## config.mk

```make
export PLATFORM = sky130hd
export DESIGN_NAME = acc_readout_scheduler_flat
export DESIGN_NICKNAME = d
export VERILOG_FILES = /design/src/rtl/acc_readout_scheduler_if.sv /design/src/rtl/acc_readout_scheduler.sv /design/src/flat_wrapper.sv
export SDC_FILE = /design/constraint.sdc
export NUM_CORES = 1
export LEC_CHECK = 0
export BUFFER_PORTS_ARGS = -buffer_cell sky130_fd_sc_hd__buf_2
export CAP_MARGIN = 20
export CORE_UTILIZATION = 30
export DETAILED_ROUTE_END_ITERATION = 10
export REMOVE_ABC_BUFFERS = 1
export SYNTH_ARGS = -nofsm -noshare
export SYNTH_HDL_FRONTEND = slang
export SYNTH_SLANG_ARGS = --single-unit
```

## constraint.sdc

```tcl
create_clock -name clk -period 6.9 [get_ports clk]
set_clock_uncertainty 0.1 [all_clocks]
set_input_delay 0.69 -clock clk [delete_from_list [all_inputs] [get_ports clk]]
set_output_delay 0.69 -clock clk [all_outputs]
set_load 0.02 [all_outputs]
```

## src/rtl/acc_readout_scheduler_if.sv

```systemverilog
// Bundle between the accumulator bank / output pads and the readout scheduler.
// The scheduler takes the master modport; the accumulator/pad side takes slave.
interface acc_readout_scheduler_if #(
    parameter int ACC_WIDTH = 16,
    parameter int NUM_CH    = 4
);
    localparam int ID_W = $clog2(NUM_CH);

    logic                        enable;
    logic [NUM_CH-1:0]           ch_valid;
    logic [NUM_CH*ACC_WIDTH-1:0] ch_data;
    logic [NUM_CH-1:0]           ch_ack;
    logic                        serialStart;
    logic                        serialOut;
    logic                        busy;
    logic [ID_W-1:0]             last_id;

    modport master (
        input  enable, ch_valid, ch_data,
        output ch_ack, serialStart, serialOut, busy, last_id
    );

    modport slave (
        output enable, ch_valid, ch_data,
        input  ch_ack, serialStart, serialOut, busy, last_id
    );
endinterface

```

## src/rtl/acc_readout_scheduler.sv

```systemverilog
// Round-robin readout scheduler: grants one ready accumulator channel at a time
// and serialises {channel id, data} MSB-first behind a one-cycle start marker.
module acc_readout_scheduler #(
    parameter int ACC_WIDTH = 16,
    parameter int NUM_CH    = 4
) (
    input  logic                     clk,
    input  logic                     reset,
    acc_readout_scheduler_if.master  bus
);
    localparam int ID_W  = $clog2(NUM_CH);
    localparam int F     = ID_W + ACC_WIDTH;
    localparam int CNT_W = $clog2(F);

    typedef enum logic [1:0] {
        S_IDLE  = 2'd0,
        S_SHIFT = 2'd1,
        S_GAP   = 2'd2
    } state_t;

    state_t             r_state;
    logic [ID_W-1:0]    r_rr_ptr;
    logic [ID_W-1:0]    r_last_id;
    logic [F-1:0]       r_shreg;
    logic [CNT_W-1:0]   r_bitcnt;
    logic [NUM_CH-1:0]  r_ch_ack;
    logic               r_serial_start;
    logic               r_serial_out;
    logic               r_busy;

    logic               w_found;
    logic [ID_W-1:0]    w_winner;
    logic [ID_W-1:0]    w_idx;
    logic [ACC_WIDTH-1:0] w_data;
    logic [F-1:0]       w_frame;
    logic [NUM_CH-1:0]  w_onehot;

    // Round-robin search: first valid channel at or after the pointer, wrapping.
    always_comb begin
        w_found  = 1'b0;
        w_winner = r_rr_ptr;
        w_idx    = r_rr_ptr;
        for (int k = 0; k < NUM_CH; k++) begin
            w_idx = r_rr_ptr + ID_W'(k);
            if (!w_found && bus.ch_valid[w_idx]) begin
                w_found  = 1'b1;
                w_winner = w_idx;
            end else begin
            end
        end
    end

    // Winner data mux with constant part-selects.
    always_comb begin
        w_data = {ACC_WIDTH{1'b0}};
        for (int i = 0; i < NUM_CH; i++) begin
            if (w_winner == ID_W'(i)) begin
                w_data = bus.ch_data[i*ACC_WIDTH +: ACC_WIDTH];
            end else begin
            end
        end
    end

    assign w_frame  = {w_winner, w_data};
    assign w_onehot = NUM_CH'(1) << w_winner;

    // Scheduler FSM; serial output register always holds the bit currently on the pin.
    always_ff @(posedge clk or posedge reset) begin
        if (reset) begin
            r_state        <= S_IDLE;
            r_rr_ptr       <= {ID_W{1'b0}};
            r_last_id      <= {ID_W{1'b0}};
            r_shreg        <= {F{1'b0}};
            r_bitcnt       <= {CNT_W{1'b0}};
            r_ch_ack       <= {NUM_CH{1'b0}};
            r_serial_start <= 1'b0;
            r_serial_out   <= 1'b0;
            r_busy         <= 1'b0;
        end else begin
            case (r_state)
                S_IDLE: begin
                    if (bus.enable && w_found) begin
                        r_shreg        <= w_frame;
                        r_serial_out   <= w_frame[F-1];
                        r_ch_ack       <= w_onehot;
                        r_last_id      <= w_winner;
                        r_rr_ptr       <= w_winner + ID_W'(1);
                        r_bitcnt       <= CNT_W'(F - 1);
                        r_serial_start <= 1'b1;
                        r_busy         <= 1'b1;
                        r_state        <= S_SHIFT;
                    end else begin
                        r_ch_ack       <= {NUM_CH{1'b0}};
                        r_serial_start <= 1'b0;
                        r_serial_out   <= 1'b0;
                        r_busy         <= 1'b0;
                    end
                end
                S_SHIFT: begin
                    r_ch_ack       <= {NUM_CH{1'b0}};
                    r_serial_start <= 1'b0;
                    r_shreg        <= r_shreg << 1;
                    if (r_bitcnt == CNT_W'(0)) begin
                        r_serial_out <= 1'b0;
                        r_state      <= S_GAP;
                    end else begin
                        // Bit MSB-1 becomes the MSB after this shift.
                        r_serial_out <= r_shreg[F-2];
                        r_bitcnt     <= r_bitcnt - CNT_W'(1);
                    end
                end
                S_GAP: begin
                    r_ch_ack       <= {NUM_CH{1'b0}};
                    r_serial_start <= 1'b0;
                    r_serial_out   <= 1'b0;
                    r_busy         <= 1'b0;
                    r_state        <= S_IDLE;
                end
                default: begin
                    r_ch_ack       <= {NUM_CH{1'b0}};
                    r_serial_start <= 1'b0;
                    r_serial_out   <= 1'b0;
                    r_busy         <= 1'b0;
                    r_state        <= S_IDLE;
                end
            endcase
        end
    end

    assign bus.ch_ack      = r_ch_ack;
    assign bus.serialStart = r_serial_start;
    assign bus.serialOut   = r_serial_out;
    assign bus.busy        = r_busy;
    assign bus.last_id     = r_last_id;
endmodule

```

## src/flat_wrapper.sv

```systemverilog
// flat-port wrapper written by rule: the top's interface ports become plain ports
module acc_readout_scheduler_flat 
#(
    parameter int ACC_WIDTH = 16,
    parameter int NUM_CH    = 4
)
  (clk, reset, bus_enable, bus_ch_valid, bus_ch_data, bus_ch_ack, bus_serialStart, bus_serialOut, bus_busy, bus_last_id);
  acc_readout_scheduler_if #(.ACC_WIDTH(ACC_WIDTH), .NUM_CH(NUM_CH)) bus_i ();
  input  logic clk;
  input  logic reset;
  input wire logic [$bits(bus_i.enable)-1:0] bus_enable;
  input wire logic [$bits(bus_i.ch_valid)-1:0] bus_ch_valid;
  input wire logic [$bits(bus_i.ch_data)-1:0] bus_ch_data;
  output wire logic [$bits(bus_i.ch_ack)-1:0] bus_ch_ack;
  output wire logic [$bits(bus_i.serialStart)-1:0] bus_serialStart;
  output wire logic [$bits(bus_i.serialOut)-1:0] bus_serialOut;
  output wire logic [$bits(bus_i.busy)-1:0] bus_busy;
  output wire logic [$bits(bus_i.last_id)-1:0] bus_last_id;
  assign bus_i.enable = bus_enable;
  assign bus_i.ch_valid = bus_ch_valid;
  assign bus_i.ch_data = bus_ch_data;
  assign bus_ch_ack = bus_i.ch_ack;
  assign bus_serialStart = bus_i.serialStart;
  assign bus_serialOut = bus_i.serialOut;
  assign bus_busy = bus_i.busy;
  assign bus_last_id = bus_i.last_id;
  acc_readout_scheduler #(.ACC_WIDTH(ACC_WIDTH), .NUM_CH(NUM_CH)) u_core (.clk(clk), .reset(reset), .bus(bus_i));
endmodule
```

==> impl_metrics.csv, run 1 <==
group,metric,value,unit
cts,cts_htree_levels,2,
sta,post-route-period-util,49.8,%
sta,unrepaired_setup_endpoints_after_global_routing,"false",
final_layout,area_growth_syn_to_layout,26.2,%
power_and_ir_drop,cellPowerDensity,384,nW/um2
synthesis,synth.yosys.warnings,0,
final_layout,post_route_cell_area,2730,um2
worst_setup_path,worst_setup_path_start_kind,"primary input",
global_route,grt_pass1_wl,8880,um
sta,final_period_minus_worst_setup_slack,3.44,ns
synthesis,synth_top_cell_area_share,40.5,%
worst_setup_path,worst_ep_required,6.96,ns
sta,finalHoldViolations,0,
job,max-cap-violations,0,
synthesis,number_of_enable_type_register_cells_in_the_synthesized_netlist,0,
floorplanning,core_area,6870,um2
floorplanning,floorplan.initialDensity,31.5,%
floorplanning,design.portCount,80,
placed_design,gp_congestion,0.711,
sta,slew_violations,0,
synthesis,synth_top_flop_cell,"dfrtp_1",
worst_setup_path,critPathKind,"in -> reg",
worst_setup_path,arrival_time_at_the_worst_endpoint,3.50,ns
sta,finalSetupTns,0,ns
cts,cts_inserted_buffers,5,
final_layout,leading_cell_type_in_the_layout_fill_and_taps_excluded,"buf_2",
sta,slew_headroom,52.8,%
floorplanning,chipHeight,86.9,um
detailed_routing,pre_repair_dr_iteration_count,6,
placed_design,detailed_place.area,2580,um2
detailed_routing,postRouteWirelength,5510,um
cts,cts.root.buffer_cell,"clkbuf_8",
cts,insertion_delay,0.30,ns
status,outcome,"finished clean",
global_route,number_of_antenna_violations_at_the_first_check_in_global_routing,0,
cts,clock_tree.buffer_depth,2,
placed_design,number_of_placed_instances_taps_included,391,
sta,worst-slew-pin-transition,0.698,ns
detailed_routing,drcViolationCount,0,
sta,clock.fmax,0.291,GHz
global_route,largest_net_degree_at_the_start_of_global_routing,37,
sta,fin_worst_hold_slack,0.379,ns
synthesis,yosys.area.top_type,"dfrtp_1",
global_route,gr-usage-all-layers,15.2,%
min_path,hold_class,"reg -> reg",
final_layout,mostFrequentLayoutCells,"buf_2 (79), dfrtp_1 (35), a21oi_1 (24)",
cts,path_clk_slew,0.08,ns
cts,cts.sink_count,35,
final_layout,num-fill-cells,720,
floorplanning,design.die.area,7550,um2
detailed_routing,vias_per_cell,4.91,
floorplanning,die_w,86.9,um
synthesis,synth_cell_types,41,
synthesis,yosys-top-cells-area,"dfrtp_1 (41%), a221o_1 (7.4%), a221oi_1 (6.1%)",
cts,tritoncts,"built",
detailed_routing,num_vias,1969,
cts,cts-hold-fix-buffers,0,
power_and_ir_drop,leakage_power_of_the_design,1.32,nW
synthesis,synth.ff_latch_count,35,
synthesis,syn_inst,233,
cts,cts.repair_timing.setup_buffer_count,0,
synthesis,post_synth.cell_area_avg,9.27,um2
cts,resized_cells_post_cts,0,
floorplanning,core.rowCount,30,
sta,report.final.setup_viol,0,
global_route,first_global_vias,1861,
final_layout,final_layout_size_suffix_gt1_share,33.8,%
worst_setup_path,worst_setup_path_end_kind,"flop",
sta,final_critical_path_setup_slack,3.46,ns
final_layout,final_cell_count_no_fill,401,
synthesis,ys_async_sr_fraction,100,%
detailed_routing,ant_nets,0,
worst_setup_path,worst-path-max-fanout,18,
placed_design,place_worst_setup_slack,3.19,ns
placed_design,half_perimeter_wire_length_of_the_detailed_placement_result,3820,um
detailed_routing,wire_per_inst,13.7,um
final_layout,num-nets-final,381,
global_route,aggregate_global_routing_overflow,0,
power_and_ir_drop,power.ir.vdd_worst,0.000114,V
synthesis,post_synth_instance_area,2160,um2
detailed_routing,detailedRoute.firstIterationViolations,82,
placed_design,numPortBuffers,79,
final_layout,num_antenna_cells,0,
synthesis,synth_seq_area_share,40.5,%
[critical path: stages]
cell and delay (ns):
buf_2 0.10, inv_1 0.05, a22o_2 0.28, a211oi_1 0.45
ha_1 0.71, nor2b_1 0.30, buf_6 0.23, a221o_1 0.28
a221oi_1 0.28, o31ai_1 0.11
[final timing paths]
path / to / cells after the start / startpoint / slack, ns
min: u_core.r_shreg[7]$_DFFE_PP0P_ / 2 / u_core.r_shreg[7]$_DFFE_PP0P_ / 0.38
max reg2reg: u_core.r_shreg[13]$_DFFE_PP0P_ / 9 / u_core.r_rr_ptr[1]$_DFFE_PP0P_ / 3.54
min in group asynchronous: u_core.r_shreg[3]$_DFFE_PP0P_ / 3 / reset / 0.39
max: u_core.r_shreg[13]$_DFFE_PP0P_ / 10 / bus_ch_valid[3] / 3.46
max in group asynchronous: u_core.r_shreg[7]$_DFFE_PP0P_ / 3 / reset / 5.99
min reg2reg: u_core.r_shreg[7]$_DFFE_PP0P_ / 2 / u_core.r_shreg[7]$_DFFE_PP0P_ / 0.38
[logic make-up (layout without fill, tap and decap cells)]
family          after synthesis  in the layout  synth area share, %
fa+ha+maj                     6              6                 3.47
buf+inv                      45            117                 10.0
compound gates               85             85                 31.2
mux                           3              3                 1.51
xor+xnor                      2              2                0.811
simple gates                 57             57                 12.5
flops                        35             35                 40.5
[final cells by class]
type	count	area (um2)	share of cell area (%)
clock buffers	6	82.6	3.03
repair buffers	84	452	16.6
clock inverters	2	35.0	1.28
well taps	96	120	4.40
multi-input cells	153	1070	39.2
inverters	25	93.8	3.44
flip-flops and latches	35	876	32.1
[cells in the mapped netlist, types with 2 or more instances]
master	n
ha_1	6
inv_2	2
buf_4	4
buf_2	2
a2bb2oi_1	2
nand3_1	2
nor2b_1	3
mux2_2	2
dfrtp_1	35
a221oi_1	15
nor2_1	20
buf_6	4
o31ai_1	16
a221o_1	16
inv_1	23
clkbuf_1	8
a21o_2	2
nand2_1	17
xor2_1	2
a21oi_1	24
nor3_1	4
and2_1	4
buf_1	2
[per-layer routing]
metal | vias up | GRT usage [%] | wire, um
li1 | 993 | - | -
met3 | 6 | 3.98 | 299
met4 | 0 | 5.00 | 72
met2 | 55 | 24.9 | 2630
met5 | - | 0 | 0
met1 | 915 | 19.4 | 2510
[registers in the layout, summed over array words and instances, names as in the netlist]
register,count
u_core.r_state,2
u_core.bus.last_id,2
u_core.r_rr_ptr,2
u_core.bus.busy,1
u_core.r_bitcnt,5
u_core.r_shreg,17
u_core.bus.serialOut,1
u_core.bus.ch_ack,4
u_core.bus.serialStart,1
[per-stage QoR]
| stage | util (%) | power, mW |
|---|---|---|
| final | 39.7 | 1.05 |
| after global routing | 39.7 | 1.13 |
| after detailed placement | 37.6 | 0.843 |
| after global placement | 37.4 | 0.824 |
| after CTS | 39.3 | 1.04 |
| after floorplan | - | 0.701 |
[report_power, final]
group          switching, mW  internal, mW  total (mW)  leakage, nW
registers             0.0595         0.290       0.350        0.434
clock network         0.0776         0.117       0.195       0.0612
logic                  0.280         0.223       0.504        0.826
(Power assumes the default switching activity.)
==> run 2: changes to the inputs <==
- clock period: 6.9 -> 3.5 ns (I/O delays scaled with it)
==> run 2 against run 1 <==
- sequential power up 97%
- first-iteration DRC count up 30%
- hold slack worse by 0.32 ns
- power up 84%
- flip-flop and latch count unchanged
- worst setup slack worse by 3.1 ns
- combinational power up 90%
- die area unchanged
- via count unchanged
- routed wire length down 3.8%
- clock power up 42%
- global-route usage down 0.094 points
- highest routed layer unchanged
==> impl_metrics.csv, run 2 (synthesis results as in run 1) <==
group,metric,value,unit
placed_design,gp_congestion,0.727,
detailed_routing,detailedRoute.firstIterationViolations,107,
detailed_routing,drcViolationCount,0,
sta,final_period_minus_worst_setup_slack,3.15,ns
detailed_routing,num_vias,1969,
worst_setup_path,worst_setup_path_end_kind,"flop",
placed_design,half_perimeter_wire_length_of_the_detailed_placement_result,3710,um
worst_setup_path,worst_setup_path_start_kind,"flop",
power_and_ir_drop,leakage_power_of_the_design,1.30,nW
global_route,gr-usage-met3,3.60,%
detailed_routing,vias_per_cell,4.90,
floorplanning,design.die.area,7550,um2
cts,insertion_delay,0.28,ns
global_route,gr-usage-all-layers,15.1,%
cts,resized_cells_post_cts,0,
placed_design,number_of_placed_instances_taps_included,394,
global_route,aggregate_global_routing_overflow,0,
worst_setup_path,cpMaxStageDelayCell,"ha_1",
job,max-cap-violations,0,
worst_setup_path,worst_r2r_start,"u_core.r_rr_ptr[1]$_DFFE_PP0P_",
floorplanning,floorplan.initialDensity,31.5,%
worst_setup_path,critPathKind,"reg -> reg",
global_route,largest_net_degree_at_the_start_of_global_routing,37,
min_path,hold_class,"in -> async",
worst_setup_path,r2r_path_end,"u_core.r_shreg[1]$_DFFE_PP0P_",
global_route,grt_pass1_wl,8770,um
cts,cts_htree_levels,2,
sta,clock.fmax,0.317,GHz
floorplanning,core_area,6870,um2
final_layout,final_layout_size_suffix_gt1_share,33.3,%
final_layout,leading_cell_type_in_the_layout_fill_and_taps_excluded,"buf_2",
global_route,globalRoute.busiestLayer,"met2",
floorplanning,die_w,86.9,um
power_and_ir_drop,p_sw_share,41.1,%
power_and_ir_drop,p_seq_share,35.8,%
power_and_ir_drop,p_int,1.13,mW
power_and_ir_drop,net-switching-power,0.792,mW
final_layout,num_antenna_cells,0,
final_layout,num-nets-final,382,
final_layout,num-fill-cells,724,
sta,worst-slew-pin-transition,0.686,ns
power_and_ir_drop,pwr-share-comb,49.9,%
power_and_ir_drop,power.ir.vdd_worst,0.000192,V
cts,tritoncts,"built",
detailed_routing,wire_per_inst,13.2,um
status,outcome,"finished clean",
power_and_ir_drop,cellPowerDensity,719,nW/um2
worst_setup_path,reg2reg_setup_slack,0.35,ns
detailed_routing,pre_repair_dr_iteration_count,4,
global_route,first_global_vias,1862,
cts,cts-hold-fix-buffers,0,
floorplanning,design.portCount,80,
final_layout,largest_register_ffs,17,
cts,cts.sink_count,35,
worst_setup_path,crit_path_start,"u_core.r_rr_ptr[1]$_DFFE_PP0P_",
worst_setup_path,worst_r2r_path_depth,9,
floorplanning,core.rowCount,30,
cts,cts.root.buffer_cell,"clkbuf_8",
final_layout,area_growth_syn_to_layout,24.0,%
final_layout,mostFrequentLayoutCells,"buf_2 (79), dfrtp_1 (35), a21oi_1 (24)",
sta,post-route-period-util,90.1,%
final_layout,final_cell_count_no_fill,402,
floorplanning,chipHeight,86.9,um
detailed_routing,ant_nets,0,
cts,path_clk_slew,0.07,ns
global_route,number_of_antenna_violations_at_the_first_check_in_global_routing,0,
placed_design,numPortBuffers,79,
worst_setup_path,crit_path_end,"u_core.r_shreg[1]$_DFFE_PP0P_",
worst_setup_path,arrival_time_at_the_worst_endpoint,3.19,ns
worst_setup_path,max_stage_delay,0.70,ns
cts,cts.repair_timing.setup_buffer_count,0,
detailed_routing,postRouteWirelength,5300,um
final_layout,largest-register,"u_core.r_shreg",
worst_setup_path,critical_path_cell_sequence,"nand2b_1 -> a21oi_1 -> a211oi_1 -> ha_1 -> nor2b_1 -> buf_4 -> a221o_1 -> a221oi_1 -> o31ai_1",
sta,slew_violations,0,
sta,unrepaired_setup_endpoints_after_global_routing,"false",
worst_setup_path,worst-path-max-fanout,18,
global_route,use_met2,24.6,%
global_route,met1_usage,19.6,%
power_and_ir_drop,clk_pwr_share,14.3,%
cts,cts_inserted_buffers,5,
worst_setup_path,worst_ep_required,3.54,ns
sta,slew_headroom,53.6,%
cts,clock_tree.buffer_depth,2,
sta,report.final.setup_viol,0,
sta,finalSetupTns,0,ns
sta,finalHoldViolations,0,
[run 2: cell types whose count changed in the layout (fill, tap and decap cells not counted), sizes merged]
cell	before	now
bufinv	1	0
clkbuf	6	7
buf	84	85
[run 2: worst min path at each step]
stage / end
after floorplan: u_core.r_shreg[15]$_DFFE_PP0P_
after global placement: u_core.r_shreg[1]$_DFFE_PP0P_
after detailed placement: u_core.r_shreg[1]$_DFFE_PP0P_
after CTS: u_core.r_shreg[6]$_DFFE_PP0P_
after global routing: u_core.bus.ch_ack[3]$_DFF_PP0_
final: u_core.bus.busy$_DFFE_PP0N_
[run 2: routing by layer]
metal / routed length [um] / up-vias
met4: 54 / 0
met3: 271 / 4
met5: 0 / -
met2: 2500 / 60
li1: - / 996
met1: 2480 / 909
[run 2: through the flow]
stage	utilization [%]	setup slack (ns)	hold slack, ns	area, um2	power (mW)
floorplan	-	0.648	0.349	2040	1.38
global placement	37.8	0.297	0.363	2600	1.64
detailed placement	37.8	0.280	0.367	2600	1.67
CTS	39.0	0.333	0.0742	2680	1.95
global route	39.0	0.112	0.120	2680	2.10
finish	39.0	0.346	0.0620	2680	1.93
[run 2: cell type report]
type | instances | area (um2) | share of cell area, %
Multi-Input combinational cell | 153 | 1070 | 39.9
Sequential cell | 35 | 876 | 32.7
Timing Repair Buffer | 85 | 440 | 16.4
Tap cell | 96 | 120 | 4.48
Inverter | 25 | 93.8 | 3.50
Clock buffer | 7 | 76.3 | 2.85
Clock inverter | 1 | 5.00 | 0.187
[run 2: critical path: cells and delay by family (launching register included)]
family	cells	cell delay, ns
adders and majority gates	1	0.70
and+or+nand+nor	2	0.25
AOI/OAI and AO/OA	5	1.24
buffers and inverters	1	0.23
DFF	1	0.50
[run 2: power by group through the flow]
stage	Combinational [mW]	Sequential (mW)	Clock, mW
floorplan	0.680	0.702	0
global placement	0.952	0.687	0
detailed placement	0.974	0.691	0
CTS	0.971	0.688	0.288
global route	1.08	0.710	0.309
finish	0.960	0.690	0.276
